==> src/rtl/if_fetch_unit.sv <==
// Instruction fetch stage: owns the PC, keeps one imem request outstanding,
// and drives the IF/ID register backed by a single-entry stall hold buffer.
module if_fetch_unit #(
    parameter int unsigned     XLEN      = 32,
    parameter logic [XLEN-1:0] RESET_PC  = '0,
    parameter logic [XLEN-1:0] NOP_INSTR = XLEN'(32'h0000_0013)
) (
    input  logic            clk,
    input  logic            rst,
    input  logic            stall,
    input  logic            flush,
    input  logic [XLEN-1:0] branch_target,
    input  logic            halt,
    input  logic            wake,
    output logic            imem_req,
    output logic [XLEN-1:0] imem_addr,
    input  logic            imem_gnt,
    input  logic            imem_rvalid,
    input  logic [XLEN-1:0] imem_rdata,
    output logic            if_valid,
    output logic [XLEN-1:0] if_pc,
    output logic [XLEN-1:0] if_instr
);

    typedef enum logic [1:0] {
        S_REQ,
        S_WAIT,
        S_HALT
    } state_e;

    localparam logic [XLEN-1:0] PC_INC    = XLEN'(4);
    localparam logic [XLEN-1:0] ALIGN_MSK = ~XLEN'(3);
    localparam logic [XLEN-1:0] PC_RST    = RESET_PC & ALIGN_MSK;

    state_e          state_q, state_d;
    logic [XLEN-1:0] pc_q, pc_d;
    logic [XLEN-1:0] fetch_pc_q, fetch_pc_d;
    logic            req_q, req_d;
    logic            discard_q, discard_d;
    logic            halt_pend_q, halt_pend_d;
    logic            hold_vld_q, hold_vld_d;
    logic [XLEN-1:0] hold_pc_q, hold_pc_d;
    logic [XLEN-1:0] hold_instr_q, hold_instr_d;
    logic            vld_q, vld_d;
    logic [XLEN-1:0] if_pc_q, if_pc_d;
    logic [XLEN-1:0] instr_q, instr_d;

    logic            granted;
    logic            halt_eff;
    logic            word;
    logic [XLEN-1:0] target;

    assign granted  = (state_q == S_REQ) && req_q && imem_gnt;
    assign halt_eff = halt && !wake;
    assign word     = (state_q == S_WAIT) && imem_rvalid && !discard_q;
    assign target   = branch_target & ALIGN_MSK;

    always_comb begin
        state_d      = state_q;
        pc_d         = pc_q;
        fetch_pc_d   = fetch_pc_q;
        discard_d    = discard_q;
        halt_pend_d  = halt_pend_q;
        hold_vld_d   = hold_vld_q;
        hold_pc_d    = hold_pc_q;
        hold_instr_d = hold_instr_q;
        vld_d        = vld_q;
        if_pc_d      = if_pc_q;
        instr_d      = instr_q;

        unique case (state_q)
            S_REQ: begin
                if (granted) begin
                    fetch_pc_d = pc_q;
                    pc_d       = pc_q + PC_INC;
                    state_d    = S_WAIT;
                    if (halt_eff) begin
                        halt_pend_d = 1'b1;
                    end
                end else if (halt_eff) begin
                    state_d = S_HALT;
                end
            end
            S_WAIT: begin
                if (imem_rvalid) begin
                    discard_d   = 1'b0;
                    halt_pend_d = 1'b0;
                    if (halt_pend_q || halt_eff) begin
                        state_d = S_HALT;
                    end else begin
                        state_d = S_REQ;
                    end
                end else if (halt_eff) begin
                    halt_pend_d = 1'b1;
                end
            end
            S_HALT: begin
                if (wake) begin
                    state_d = S_REQ;
                end
            end
            default: begin
                state_d = S_REQ;
            end
        endcase

        // A redirect overrides halt; anything already granted is dropped on return.
        if (flush) begin
            pc_d        = target;
            halt_pend_d = 1'b0;
            hold_vld_d  = 1'b0;
            if (state_q == S_WAIT && !imem_rvalid) begin
                state_d   = S_WAIT;
                discard_d = 1'b1;
            end else if (granted) begin
                state_d   = S_WAIT;
                discard_d = 1'b1;
            end else begin
                state_d = S_REQ;
            end
        end

        if (flush) begin
            vld_d   = 1'b0;
            instr_d = NOP_INSTR;
        end else if (stall) begin
            if (word) begin
                hold_vld_d   = 1'b1;
                hold_pc_d    = fetch_pc_q;
                hold_instr_d = imem_rdata;
            end
        end else if (hold_vld_q) begin
            vld_d      = 1'b1;
            if_pc_d    = hold_pc_q;
            instr_d    = hold_instr_q;
            hold_vld_d = 1'b0;
        end else if (word) begin
            vld_d   = 1'b1;
            if_pc_d = fetch_pc_q;
            instr_d = imem_rdata;
        end else begin
            vld_d   = 1'b0;
            instr_d = NOP_INSTR;
        end

        // No new request while a buffered word still waits for decode.
        req_d = (state_d == S_REQ) && !hold_vld_d;
    end

    always_ff @(posedge clk or negedge rst) begin
        if (!rst) begin
            state_q      <= S_REQ;
            pc_q         <= PC_RST;
            fetch_pc_q   <= '0;
            req_q        <= 1'b0;
            discard_q    <= 1'b0;
            halt_pend_q  <= 1'b0;
            hold_vld_q   <= 1'b0;
            hold_pc_q    <= '0;
            hold_instr_q <= '0;
            vld_q        <= 1'b0;
            if_pc_q      <= '0;
            instr_q      <= NOP_INSTR;
        end else begin
            state_q      <= state_d;
            pc_q         <= pc_d;
            fetch_pc_q   <= fetch_pc_d;
            req_q        <= req_d;
            discard_q    <= discard_d;
            halt_pend_q  <= halt_pend_d;
            hold_vld_q   <= hold_vld_d;
            hold_pc_q    <= hold_pc_d;
            hold_instr_q <= hold_instr_d;
            vld_q        <= vld_d;
            if_pc_q      <= if_pc_d;
            instr_q      <= instr_d;
        end
    end

    assign imem_req  = req_q;
    assign imem_addr = pc_q;
    assign if_valid  = vld_q;
    assign if_pc     = if_pc_q;
    assign if_instr  = instr_q;

endmodule
==> config.mk <==
export PLATFORM = sky130hd
export DESIGN_NAME = if_fetch_unit
export DESIGN_NICKNAME = d
export VERILOG_FILES = /design/src/rtl/if_fetch_unit.sv
export SDC_FILE = /design/constraint.sdc
export NUM_CORES = 1
export LEC_CHECK = 0
export CORE_MARGIN = 2
export CORE_UTILIZATION = 56
export DETAILED_ROUTE_END_ITERATION = 12
export HOLD_SLACK_MARGIN = 0.08
export PLACE_DENSITY = 0.94
export SLEW_MARGIN = 20
export SYNTH_ARGS = -nofsm -noshare
export SYNTH_HDL_FRONTEND = slang
export SYNTH_SLANG_ARGS = --single-unit
==> constraint.sdc <==
create_clock -name clk -period 4.79 [get_ports clk]
set_input_delay 0.958 -clock clk [delete_from_list [all_inputs] [get_ports clk]]
set_output_delay 0.958 -clock clk [all_outputs]
set_load 0.05 [all_outputs]
==> out/qor.yml <==
placed_design:
  io_buffers: 163
  dp_hpwl_mm: 13.7
  routabilityCongestion: 0.820
sta:
  drv_slew: 0
  fin_crit_sh_pct: 67.7
  skew_ns: 0.00930
  tns_ns: 0
  worst_pin_slew_ns: 1.08
  period_minus_slack_ns: 3.24
  slew_headroom_pct: 27.9
  max_freq_mhz: 309
  rsz0062_at_grt: "no"
  hold_violations: 0
  setup_viol: 0
floorplan:
  ios: 170
  initial_core_util_pct: 56.5
  die_area_sq_um: 16200
  dieWidth_um: 127
  die_h_um: 127
  placementRows: 45
  coreArea_sq_um: 15000
power_and_ir_drop:
  vdd_drop_max_mv: 0.320
  fin_total_pwr_mw: 5.49
  power_density_nw_per_um2: 509
  leakage_nw: 4.59
clock_network:
  cts_tree: "built"
  cts_setup_buffers: 0
  root_buffer: "clkbuf_16"
  numCtsBuffers: 17
  hold_buffers: 0
  clkSlewWorstSetupHoldPaths_ns: 0.07
  clock_latency_ns: 0.43
  clk_path_buf_depth: 2
  cts_sinks: 191
  cts_resized: 0
  h-tree-depth: 4
final_layout:
  areaGrowthSynthToFinish_pct: 27.1
  final_common_cell: "dfrtp_1"
  mostFrequentLayoutCells: "187 x dfrtp_1, 160 x clkdlybuf4s50_1, 139 x nand2_1, 65 x mux2_2, 51 x o21ai_0"
  finalCoreUtilization_pct: 71.8
  drive_above_1_share_pct: 12.5
  fin_nets: 996
worst_setup_path:
  r2r_end: "imem_addr[20]"
  required_ns: 5.12
  critPathCaptureType: "flop"
  rr_worst_depth: 4
  endpoint: "imem_addr[20]"
  arrival_ns: 3.57
  crit_type: "in2reg"
  r2r-start: "state_q[0]"
  start_kind: "input port"
  startpoint: "imem_gnt"
  worstPathMaxFanout: 18
  regToRegSetupSlack_ns: 2.05
routing:
  via_per_inst: 6.12
  routedWlPerCell_um: 19.2
  drt_iter0_markers: 623
  detail-route-antenna-nets: 0
  drc: 0
  wl_mm: 21.6
  num_vias: 6880
  first_pass_iters: 5
yosys:
  synthDistinctLibCells: 49
  yosysTopAreaCellShare_pct: 55.4
  synth.cell_area_sq_um: 8490
  async_flop_share_pct: 100
  synth_seq_area_share_pct: 56.3
  synth_edf_count: 0
  synth_largest_area_cell: "dfrtp_1"
  avgSynthCellArea_sq_um: 10.8
  synth_flop_cell: "dfrtp_1"
  synth-seq-cells: 191
  yosys-top-cells-area: "dfrtp_1 55%, mux2_2 8.6%, nand2_1 6.1%, mux2i_1 3.7%, o21ai_0 3.0%"
  syn_inst: 788
  ys_warn_count: 0
global_route:
  grt_max_degree: 124
  track_usage_pct: 27.4
  overflow: 0
  grt_pass1_wl_mm: 34.9
  antenna_found_initial: 1
  grt_pass1_vias: 6894
job:
  drv_cap: 0
min_path:
  min_path_type: "reg2reg"
status:
  status: "completed"
worst max-delay path, stage by stage:
cell and delay (ns):
clkdlybuf4s50_1 0.56, nand4bb_2 0.46, or4_1 0.85, or4_1 0.54, a31oi_1 0.19
per-layer routing:
| layer | GRT usage [%] | share of wire [%] | vias to the layer above |
|---|---|---|---|
| met2 | 44.7 | 50 | 326 |
| li1 | - | - | 3078 |
| met4 | 12.9 | 3.4 | 0 |
| met3 | 5.15 | 6.5 | 62 |
| met1 | 35.8 | 40 | 3414 |
| met5 | 0 | 0 | - |
flip-flops by register name (all words and copies together), names as in the netlist:
signal and flops:
hold_instr_q 32, if_instr 32, fetch_pc_q 30, hold_pc_q 30, if_pc 30, imem_addr 30
state_q 2, discard_q 1, halt_pend_q 1, hold_vld_q 1, if_valid 1, imem_req 1
how the worst min path moves through the flow:
stage,startpoint,to,slack (ns),cells past startpoint
after CTS,if_pc[11],if_pc[11],0.48,2
after detailed placement,if_pc[11],if_pc[11],0.47,2
after global placement,if_pc[20],if_pc[20],0.46,2
after floorplan,fetch_pc_q[10],fetch_pc_q[10],0.46,2
after global routing,if_pc[18],if_pc[18],0.52,2
final,if_pc[18],if_pc[18],0.48,2
cell usage after synthesis, types with 2 or more instances:
master	count
o21ai_0	51
and2_1	2
a21oi_1	3
xnor2_1	7
nand4bb_1	3
buf_1	4
o22a_1	3
nand4b_1	3
nor4_1	5
and3_1	2
mux2i_1	31
nor2_1	21
buf_2	4
a221oi_1	29
nor2b_1	33
clkbuf_1	45
dfrtp_1	188
nand4_1	10
buf_4	4
nand3_1	13
a31oi_1	16
o31ai_1	11
a22oi_1	3
and4_1	3
or3_1	9
o211ai_1	3
xor2_1	2
nor3_1	33
or4_1	14
dfstp_2	3
mux2_2	65
inv_1	7
o41ai_1	4
nand2_1	139
cell families after synthesis:
| family | after synthesis | synth area share (%) |
|---|---|---|
| buf+inv | 66 | 3.15 |
| flops | 191 | 56.3 |
| other cells | 1 | 0.0441 |
| mux | 96 | 12.3 |
| simple gates | 298 | 17.4 |
| fa+ha+maj | 1 | 0.147 |
| xor+xnor | 9 | 0.928 |
| compound gates | 126 | 9.80 |
cell type report:
cell class                 count  area, sq um
timing repair buffer         170         1690
tap                          188          235
clock inverter                14          133
sequential                   191         4780
clock buffer                  18          429
fill                        1044         4240
multi-input combinational    534         3490
inverter                       9         33.8
antenna                        1         2.50
through the flow:
| step | cells | worst slack (ns) | cell area, sq um | hold WS, ns |
|---|---|---|---|---|
| 6_report | 1125 | 1.55 | 10800 | 0.480 |
| 3_3_place_gp | 1092 | 1.26 | 10200 | 0.460 |
| 5_1_grt | 1125 | 1.48 | 10800 | 0.515 |
| 3_5_place_dp | 1092 | 1.16 | 10200 | 0.469 |
| 2_1_floorplan | 791 | 2.35 | 8510 | 0.464 |
| 4_1_cts | 1124 | 1.59 | 10800 | 0.485 |
report_power, final:
part | internal [mW] | switching, mW
combinational | 0.670 | 1.01
clock | 0.728 | 0.642
sequential | 2.10 | 0.351
total | 3.50 | 2.00
No activity file was read; power rests on OpenSTA's default activity.
